--- config.mk ---
export PLATFORM = sky130hd
export DESIGN_NAME = stage5_ss4_encoder
export DESIGN_NICKNAME = d
export VERILOG_FILES = /design/src/rtl/stage5_ss4_encoder.sv
export SDC_FILE = /design/constraint.sdc
export NUM_CORES = 1
export LEC_CHECK = 0
export ABC_AREA = 1
export BUFFER_PORTS_ARGS = -buffer_cell sky130_fd_sc_hd__buf_2
export CAP_MARGIN = 5
export CORE_ASPECT_RATIO = 0.5
export CORE_MARGIN = 1
export CORE_UTILIZATION = 40
export CTS_CLUSTER_DIAMETER = 80
export DETAILED_ROUTE_END_ITERATION = 7
export HOLD_SLACK_MARGIN = 0.08
export PLACE_DENSITY_LB_ADDON = 0.05
export REMOVE_ABC_BUFFERS = 1
export SLEW_MARGIN = 20
export SYNTH_ARGS = -nofsm -noshare
export SYNTH_HDL_FRONTEND = slang
export SYNTH_SLANG_ARGS = --single-unit
--- constraint.sdc ---
create_clock -name clk -period 2.3 [get_ports clk]
set_clock_uncertainty 0.1 [all_clocks]
set_input_delay 0.115 -clock clk [delete_from_list [all_inputs] [get_ports clk]]
set_output_delay 0.115 -clock clk [all_outputs]
set_load 0.01 [all_outputs]
--- src/rtl/stage5_ss4_encoder.sv ---
// Three-lane SS4 field encoder: a round-robin arbiter feeds a 2-entry message FIFO.
// Optional macro SS4_SEQ_EN adds an 8-bit sequence number in message bits [7:0].
module stage5_ss4_encoder #(
  parameter int MSG_W   = 128,
  parameter int SS4_W   = 32,
  parameter int SS4_LSB = 64,
  parameter int CTRL_W  = 4,
  parameter logic [CTRL_W-1:0] Q_CODE = 4'h3
) (
  input  logic              clk,
  input  logic              rst,
  input  logic [SS4_W-1:0]  SS4_in_1,
  input  logic [SS4_W-1:0]  SS4_in_2,
  input  logic [SS4_W-1:0]  SS4_in_3,
  input  logic              SS4_valid_1,
  input  logic              SS4_valid_2,
  input  logic              SS4_valid_3,
  output logic              SS4_ready_1,
  output logic              SS4_ready_2,
  output logic              SS4_ready_3,
  output logic [MSG_W-1:0]  message_out,
  output logic [CTRL_W-1:0] message_mux_control_out,
  output logic              message_en_out,
  input  logic              message_ready
);

  typedef enum logic [1:0] {EMPTY = 2'd0, ONE = 2'd1, FULL = 2'd2} fifo_state_t;

  fifo_state_t       state_r, state_nx_s;
  logic [MSG_W-1:0]  head_r, head_nx_s, tail_r, tail_nx_s;
  logic [CTRL_W-1:0] head_ctrl_r, head_ctrl_nx_s, tail_ctrl_r, tail_ctrl_nx_s;
  logic              en_r;
  logic [1:0]        last_r;
  logic [2:0]        valid_s, grant_s;
  logic [1:0]        grant_lane_s;
  logic [SS4_W-1:0]  grant_data_s;
  logic [7:0]        seq_s;
  logic [MSG_W-1:0]  new_msg_s;
  logic              push_s, pop_s;

  function automatic logic [MSG_W-1:0] build_msg(input logic [SS4_W-1:0] value,
                                                 input logic [1:0] lane,
                                                 input logic [7:0] seq);
    logic [MSG_W-1:0] m;
    m = '0;
    m[SS4_LSB +: SS4_W] = value;
    m[MSG_W-1 -: 2]     = lane;
    m[7:0]              = seq;
    return m;
  endfunction

  // Round-robin pick; last_r holds the index (0..2) of the last granted lane.
  function automatic logic [2:0] rr_pick(input logic [2:0] req, input logic [1:0] last);
    logic [2:0] g;
    g = 3'b000;
    case (last)
      2'd0: begin
        if (req[1]) g = 3'b010; else if (req[2]) g = 3'b100; else if (req[0]) g = 3'b001; else g = 3'b000;
      end
      2'd1: begin
        if (req[2]) g = 3'b100; else if (req[0]) g = 3'b001; else if (req[1]) g = 3'b010; else g = 3'b000;
      end
      default: begin
        if (req[0]) g = 3'b001; else if (req[1]) g = 3'b010; else if (req[2]) g = 3'b100; else g = 3'b000;
      end
    endcase
    return g;
  endfunction

  assign valid_s = {SS4_valid_3, SS4_valid_2, SS4_valid_1};

  // Grant lanes only when the FIFO has room; a pop in FULL never opens ready the same cycle.
  always_comb begin
    grant_s = 3'b000;
    if (!rst && state_r != FULL) begin
      grant_s = rr_pick(valid_s, last_r);
    end else begin
      grant_s = 3'b000;
    end
  end

  assign SS4_ready_1 = grant_s[0];
  assign SS4_ready_2 = grant_s[1];
  assign SS4_ready_3 = grant_s[2];
  assign push_s      = |grant_s;
  assign pop_s       = en_r & message_ready;

  // Selected lane payload and its 1-based index.
  always_comb begin
    grant_data_s = SS4_in_1;
    grant_lane_s = 2'd1;
    case (grant_s)
      3'b010: begin grant_data_s = SS4_in_2; grant_lane_s = 2'd2; end
      3'b100: begin grant_data_s = SS4_in_3; grant_lane_s = 2'd3; end
      default: begin grant_data_s = SS4_in_1; grant_lane_s = 2'd1; end
    endcase
  end

`ifdef SS4_SEQ_EN
  logic [7:0] seq_r;
  // Sequence number advances on every output transfer.
  always_ff @(posedge clk) begin
    if (rst) begin
      seq_r <= 8'd0;
    end else if (pop_s) begin
      seq_r <= seq_r + 8'd1;
    end else begin
      seq_r <= seq_r;
    end
  end
  assign seq_s = seq_r;
`else
  assign seq_s = 8'd0;
`endif

  assign new_msg_s = build_msg(grant_data_s, grant_lane_s, seq_s);

  // FIFO next-state: head entry drives the outputs and is zero whenever the FIFO is empty.
  always_comb begin
    state_nx_s     = state_r;
    head_nx_s      = head_r;
    head_ctrl_nx_s = head_ctrl_r;
    tail_nx_s      = tail_r;
    tail_ctrl_nx_s = tail_ctrl_r;
    case (state_r)
      EMPTY: begin
        if (push_s) begin
          head_nx_s      = new_msg_s;
          head_ctrl_nx_s = Q_CODE;
          state_nx_s     = ONE;
        end else begin
          state_nx_s = EMPTY;
        end
      end
      ONE: begin
        if (push_s && pop_s) begin
          head_nx_s      = new_msg_s;
          head_ctrl_nx_s = Q_CODE;
        end else if (push_s) begin
          tail_nx_s      = new_msg_s;
          tail_ctrl_nx_s = Q_CODE;
          state_nx_s     = FULL;
        end else if (pop_s) begin
          head_nx_s      = '0;
          head_ctrl_nx_s = '0;
          state_nx_s     = EMPTY;
        end else begin
          state_nx_s = ONE;
        end
      end
      FULL: begin
        if (pop_s) begin
          head_nx_s      = tail_r;
          head_ctrl_nx_s = tail_ctrl_r;
          tail_nx_s      = '0;
          tail_ctrl_nx_s = '0;
          state_nx_s     = ONE;
        end else begin
          state_nx_s = FULL;
        end
      end
      default: begin
        head_nx_s      = '0;
        head_ctrl_nx_s = '0;
        tail_nx_s      = '0;
        tail_ctrl_nx_s = '0;
        state_nx_s     = EMPTY;
      end
    endcase
  end

  // State, storage and arbiter pointer registers.
  always_ff @(posedge clk) begin
    if (rst) begin
      state_r     <= EMPTY;
      head_r      <= '0;
      head_ctrl_r <= '0;
      tail_r      <= '0;
      tail_ctrl_r <= '0;
      en_r        <= 1'b0;
      last_r      <= 2'd2;
    end else begin
      state_r     <= state_nx_s;
      head_r      <= head_nx_s;
      head_ctrl_r <= head_ctrl_nx_s;
      tail_r      <= tail_nx_s;
      tail_ctrl_r <= tail_ctrl_nx_s;
      en_r        <= (state_nx_s != EMPTY);
      if (push_s) begin
        last_r <= grant_lane_s - 2'd1;
      end else begin
        last_r <= last_r;
      end
    end
  end

  assign message_out             = head_r;
  assign message_mux_control_out = head_ctrl_r;
  assign message_en_out          = en_r;

endmodule

==> summary.md, run 1 <==
| Metric | Value |
|---|---|
| Status | finished, final reports clean |
| Reg-to-Reg End | tail_r[67] |
| Die area | 12100 µm² |
| Chip Width | 155 µm |
| Core box area | 11200 µm² |
| H-tree Lvls | 3 |
| Power Total | 4.66 mW |
| Hold endpoint | tail_r[75] |
| Avg Synthesized Cell Area | 6.49 µm² |
| Post-CTS Setup Repair Bufs | 0 |
| Yosys warns | 0 |
| DP HPWL | 8.53 mm |
| DRT Pass-1 Iters | 5 |
| Combinational share of power | 36.9% |
| Setup slack at placement | 238 ps |
| R2r startpoint | state_r[1] |
| Number of cells produced by synthesis | 720 |
| Top FF cell, synth | dfxtp_1 |
| Final slew viol count | 0 |
| Setup crit end kind | flip-flop |
| Slew margin rel. | 47.3% |
| Pleak | 2.71 nW |
| Final setup fails | 0 |
| Core Rows | 27 |
| Ports | 238 |
| GRT Total Usage | 20.8% |
| Clock root buffer | clkbuf_16 |
| VDD IR-drop max | 0.416 mV |
| CP Max Fanout | 35 |
| Max-cap viol count | 0 |
| Area delta synth->final | 15.7% |
| Die Y-Extent | 78.4 µm |
| Vias per Instance | 4.50 |
| Final hold violation count | 0 |
| Clk Latency, worst-skew pair | 330 ps |
| Via count | 4540 |
| Global-route wire length before repair | 19.9 mm |
| Pint | 2.87 mW |
| Layout cells sized above 1 | 22.1% |
| Ant diodes | 0 |
| Clock power frac | 28.3% |
| Final #Nets | 946 |
| GPL Wtd Cong | 0.827 |
| Port Buf Inserts | 141 |
| Pwr per Cell Area | 863 nW/µm² |
| Worst-Margin Slew | 790 ps |
| Fin worst setup slack | 231 ps |
| Initial antenna violation count | 0 |
| Reg clk slew, reported paths | 60 ps |
| Data arrival, critical path | 2220 ps |
| CTS resizes | 0 |
| Post-synth EDFFs | 0 |
| CTS Hold Bufs | 0 |
| R2r worst-path depth | 10 |
| Post-Syn Area | 4670 µm² |
| Total Wirelength | 12.5 mm |
| Critical Path RT | 2450 ps |
| Sequential Power Share | 34.8% |
| Critical hold path startpoint | SS4_in_3[11] |
| NetSw | 1.79 mW |
| Largest net degree at the start of global routing | 74 |
| Cell variety after synth | 27 |
| Initial drt markers | 329 |
| Post-synthesis register bit count | 75 |
| Detail Route Antenna Nets | 0 |
| Crit path time final | 2070 ps |
| Type of origin of the critical path | flip-flop |
| DR WL/cell | 12.4 µm |
| Vias in the first global route | 3995 |
| Initial core utilization | 41.8% |
| Sequential-to-total area share from yosys stat | 32.1% |
| Drc violations | 0 |
| Switching share of power | 38.4% |
| Worst Setup Path Type | reg2reg |
| Hold Path Depth | 5 |
| Number of buffers inserted during clock tree synthesis | 9 |
| Ys async rst share | 0% |
| Final Cycle Share | 89.9% |
| Sink Count | 75 |
| Longest Clk Path Bufs | 2 |
| Unrepaired setup endpoints after global routing | false |
| Peak Freq | 0.483 GHz |
| Reg-to-reg slack, setup | 230 ps |
| Min-delay worst type | in2reg |
| CTS tree | built |
| Total grt overflow | 0 |
how the worst max path moves through the flow:
stage                    start                         end  cells past startpoint
floorplan            last_r[0]  message_mux_control_out[0]                     11
global placement    state_r[1]                  tail_r[95]                     10
detailed placement  state_r[1]                  tail_r[67]                     10
CTS                 state_r[1]                  tail_r[67]                     10
global route        state_r[1]                  tail_r[95]                     10
finish              state_r[1]                  tail_r[67]                     10
metal layers:
| metal | vias up | global-route usage [%] | wire [µm] |
|---|---|---|---|
| li1 | 2358 | - | - |
| met1 | 2023 | 27.7 | 5900 |
| met2 | 157 | 34.5 | 5900 |
| met3 | 2 | 4.36 | 662 |
| met4 | 0 | 5.05 | 42 |
| met5 | - | 0 | 0 |
area by class of cell:
class                      count  area, µm²
timing repair buffer         157        851
multi-input combinational    583       2500
sequential                    75       1500
clock inverter                 4       25.0
inverter                      18       70.1
tap                          159        199
fill                        1187       5780
clock buffer                  12        256
flip-flops by register name, indices dropped and copies added, names as in the netlist:
signal,count
last_r,2
message_en_out,1
message_mux_control_out,1
message_out,34
state_r,2
tail_ctrl_r,1
tail_r,34
synthesized netlist by cell type, types with 3 or more instances:
cell	count	area, µm²
nand2_1	285	1070
buf_4	103	773
nand3_1	95	475
dfxtp_1	75	1500
a21oi_1	74	370
clkbuf_1	17	63.8
buf_2	13	65.1
inv_1	13	48.8
nor2_1	12	45.0
buf_6	4	45.0
nand2_4	4	45.0
nand2_2	3	18.8
o21ai_0	3	15.0
critical path, cell delays in order, from the launching register on:
cell and delay (ps):
dfxtp_1 470, nand2_4 100, nand2_4 90, nor2_2 50
nand2_4 120, nand3_2 130, nor2_1 230, inv_2 80
nand2_4 320, nand2_1 110, a21oi_1 140
power by group through the flow:
stage	combinational (mW)	clock, mW	sequential [mW]
5_1_grt	1.94	1.43	1.65
6_report	1.72	1.32	1.62
3_5_place_dp	1.74	0	1.65
4_1_cts	1.74	1.35	1.62
2_1_floorplan	0.973	0	1.71
3_3_place_gp	1.72	0	1.65
logic make-up after synthesis:
family	count (synthesis)	synth area share, %
buffers and inverters	157	21.9
other	1	0.0803
DFF	75	32.1
and+or+nand+nor	405	36.5
AOI/OAI and AO/OA	82	9.35
cells in the final DEF (no fill, tap or decap), types with 2 or more instances in the layout:
master	instances
nand2_1	285
buf_2	141
conb_1	96
nand3_1	95
dfxtp_1	75
a21oi_1	74
buf_4	14
inv_1	13
nor2_1	12
clkbuf_16	9
nand2_4	4
nand2_2	3
o21ai_0	3
inv_2	2
nor2_4	2
nor2_2	2
clkinv_1	2
clkbuf_8	2
clkinv_2	2
clkinvlp_4	2
buf_12	2
metrics by stage:
step           instance area [µm²]  hold WS, ps  setup TNS [ps]  utilization, %  std cells
6_report                      5400         95.9               0            48.3       1008
3_3_place_gp                  5120          349               0            45.8        992
3_5_place_dp                  5120          352               0            45.8        992
5_1_grt                       5400          116               0            48.3       1008
2_1_floorplan                 4070         84.1          -27480               -        676
4_1_cts                       5400         94.2               0            48.3       1008
No activity file was read; power rests on OpenSTA's default activity.
==> run 2: changes to the inputs <==
- CELL_PAD_IN_SITES_DETAIL_PLACEMENT: unset -> 0
- CELL_PAD_IN_SITES_GLOBAL_PLACEMENT: unset -> 1
- CORE_UTILIZATION: 40 -> 30
- PLACE_DENSITY: unset -> 0.76
- PLACE_DENSITY_LB_ADDON: 0.05 -> unset
- clock period: 2.3 -> 2.01 ns (I/O delays scaled with it)
==> summary.md, run 2 (same netlist as run 1, synthesis figures left out) <==
| Metric | Value |
|---|---|
| Status | finished, final reports clean |
| Commonest non-fill, non-tap cell in the layout | nand2_1 |
| # placed instances | 1036 (+4.4%) |
| CP Max Fanout | 6 (-83%) |
| Data arrival, critical path | 1750 ps (-470 ps) |
| Reg-to-reg slack, setup | 70 ps (-160 ps) |
| GPL Wtd Cong | 0.840 (+1.5%) |
| Die Y-Extent | 90.2 µm (+15%) |
| Pleak | 3.05 nW (+12%) |
| Final std cells w/o fill | 1071 (+6.3%) |
| H-tree Lvls | 3 (unchanged) |
| Vias per Instance | 4.46 (-1.0%) |
| Total Wirelength | 14.2 mm (+14%) |
| Type of origin of the critical path | flip-flop |
| Final hold violation count | 0 (unchanged) |
| Pwr per Cell Area | 985 nW/µm² (+14%) |
| Area delta synth->final | 30.3% |
| Unrepaired setup endpoints after global routing | true |
| Multi-input gate area | 2770 µm² (+11%) |
| Clock root buffer | clkbuf_16 |
| Longest Clk Path Bufs | 2 (unchanged) |
| Final setup fails | 0 (unchanged) |
| DR WL/cell | 13.3 µm (+7.2%) |
| Initial drt markers | 263 (-20%) |
| Peak Freq | 0.512 GHz |
| CP Launch Point | state_r[0] |
| Clk Latency, worst-skew pair | 340 ps (about the same) |
| Post-layout util | 41.1% (-7.2 points) |
| Ports | 238 (unchanged) |
| Final #Nets | 970 (+2.5%) |
| DRT Pass-1 Iters | 4 (-1) |
| Layout cells sized above 1 | 29.9% (+7.8 points) |
| Drc violations | 0 (unchanged) |
| Max-cap viol count | 0 (unchanged) |
| Fin worst setup slack | 58.5 ps (-173 ps) |
| Detail Route Antenna Nets | 0 (unchanged) |
| Final Cycle Share | 97.1% |
| Reg clk slew, reported paths | 60 ps (about the same) |
| FF+latch area | 1510 µm² (+0.33%) |
| Via count | 4775 (+5.2%) |
| Fill cell count | 1568 (+32%) |
| Worst Hold Margin | 61.2 ps (-34.7 ps) |
| Commonest cells after routing, fill and taps aside | 265 x nand2_1, 140 x buf_2, 96 x conb_1 |
| Critical Path RT | 1810 ps (-640 ps) |
| Slew margin rel. | 46.4% (-0.92 points) |
| Reg-to-Reg End | message_out[68] |
| Total grt overflow | 0 (unchanged) |
| Core box area | 14800 µm² (+33%) |
| Worst setup path end | SS4_ready_3 |
| Chip Width | 178 µm (+15%) |
| Setup slack at placement | 12.1 ps (-226 ps) |
| VDD IR-drop max | 0.483 mV (+16%) |
| Port Buf Inserts | 141 (unchanged) |
| DP HPWL | 8.90 mm (+4.4%) |
| R2r worst-path depth | 14 (+4) |
| CTS tree | built |
| Die area | 16100 µm² (+33%) |
| R2r startpoint | state_r[0] |
| GRT Total Usage | 16.2% (-4.6 points) |
| Largest net degree at the start of global routing | 74 (unchanged) |
| Min-delay worst type | in2reg |
| Crit path time final | 1950 ps |
| Core Rows | 31 (+15%) |
| Worst-Margin Slew | 804 ps (+13.8 ps) |
| Initial core utilization | 31.5% (-10 points) |
| Ant diodes | 0 (unchanged) |
| Vias in the first global route | 4127 (+3.3%) |
| Global-route wire length before repair | 20.7 mm (+4.1%) |
| Sink Count | 75 (unchanged) |
| Number of buffers inserted during clock tree synthesis | 9 (unchanged) |
| Power Total | 5.99 mW (+29%) |
| Final slew viol count | 0 (unchanged) |
| Worst Setup Path Type | reg2out |
| Initial antenna violation count | 0 (unchanged) |
| Setup crit end kind | output pin |
[run 2: cell count changes in the layout (fill, tap and decap cells not counted), sizes merged]
cell | before | now
clkbuf | 12 | 13
clkinvlp | 2 | 1
nand2 | 292 | 293
dlygate4sd3 | 0 | 6
bufinv | 0 | 3
buf | 157 | 171
[run 2: report_power, final]
| part | leakage, nW | switching (mW) | internal [mW] |
|---|---|---|---|
| clock network | 0.173 | 0.649 | 1.25 |
| registers | 0.612 | 0.121 | 1.73 |
| logic | 2.26 | 1.46 | 0.785 |
| total | 3.05 | 2.23 | 3.77 |
[run 2: critical path, cell delays in order, from the launching register on]
cell	delay [ps]
dfxtp_2	320
inv_2	70
nand2_4	70
nand2_4	100
nor2_4	40
nand2_4	70
buf_6	120
clkinvlp_4	240
clkbuf_16	250
buf_6	120
[run 2: final cells by class]
class	instances	area share [%]
clock buffer	10	3.93
clock inverter	6	1.85
inverter	18	1.25
multi-input combinational	584	45.5
sequential	75	24.7
tap	198	4.07
timing repair buffer	180	18.6
[run 2: through the flow]
step           setup TNS, ps  instance area (µm²)
5_1_grt                 -369                 6090
2_1_floorplan         -48780                 4070
4_1_cts                    0                 5610
3_5_place_dp               0                 5210
6_report                   0                 6090
3_3_place_gp               0                 5210
[run 2: worst min path at each step]
stage,end,slack (ps),start,cells after the start
6_report,tail_r[80],60,SS4_in_3[16],5
5_1_grt,tail_r[90],80,SS4_in_3[26],5
4_1_cts,tail_r[66],80,SS4_in_3[2],5
3_5_place_dp,tail_r[90],350,tail_r[90],2
3_3_place_gp,tail_r[77],350,tail_r[77],2
2_1_floorplan,message_mux_control_out[0],70,rst,1
[run 2: timing repair]
item                                   in CTS  in global routing
setup endpoints to repair                   6                 62
cloned                                      0                  5
pin swaps                                   0                 26
resized for setup                           1                 74
endpoints found under the hold margin       5                  2
hold buffers                                4                  2
setup buffers                               0                  8
[run 2: metal layers]
layer / part of all wire [%] / global-route usage [%] / up-vias / wire [µm]
li1: - / - / 2406 / -
met3: 5.3 / 3.21 / 4 / 752
met1: 46 / 21.6 / 2210 / 6630
met4: 0.48 / 5.23 / 0 / 68
met2: 48 / 26.1 / 155 / 6800
met5: 0 / 0 / - / 0
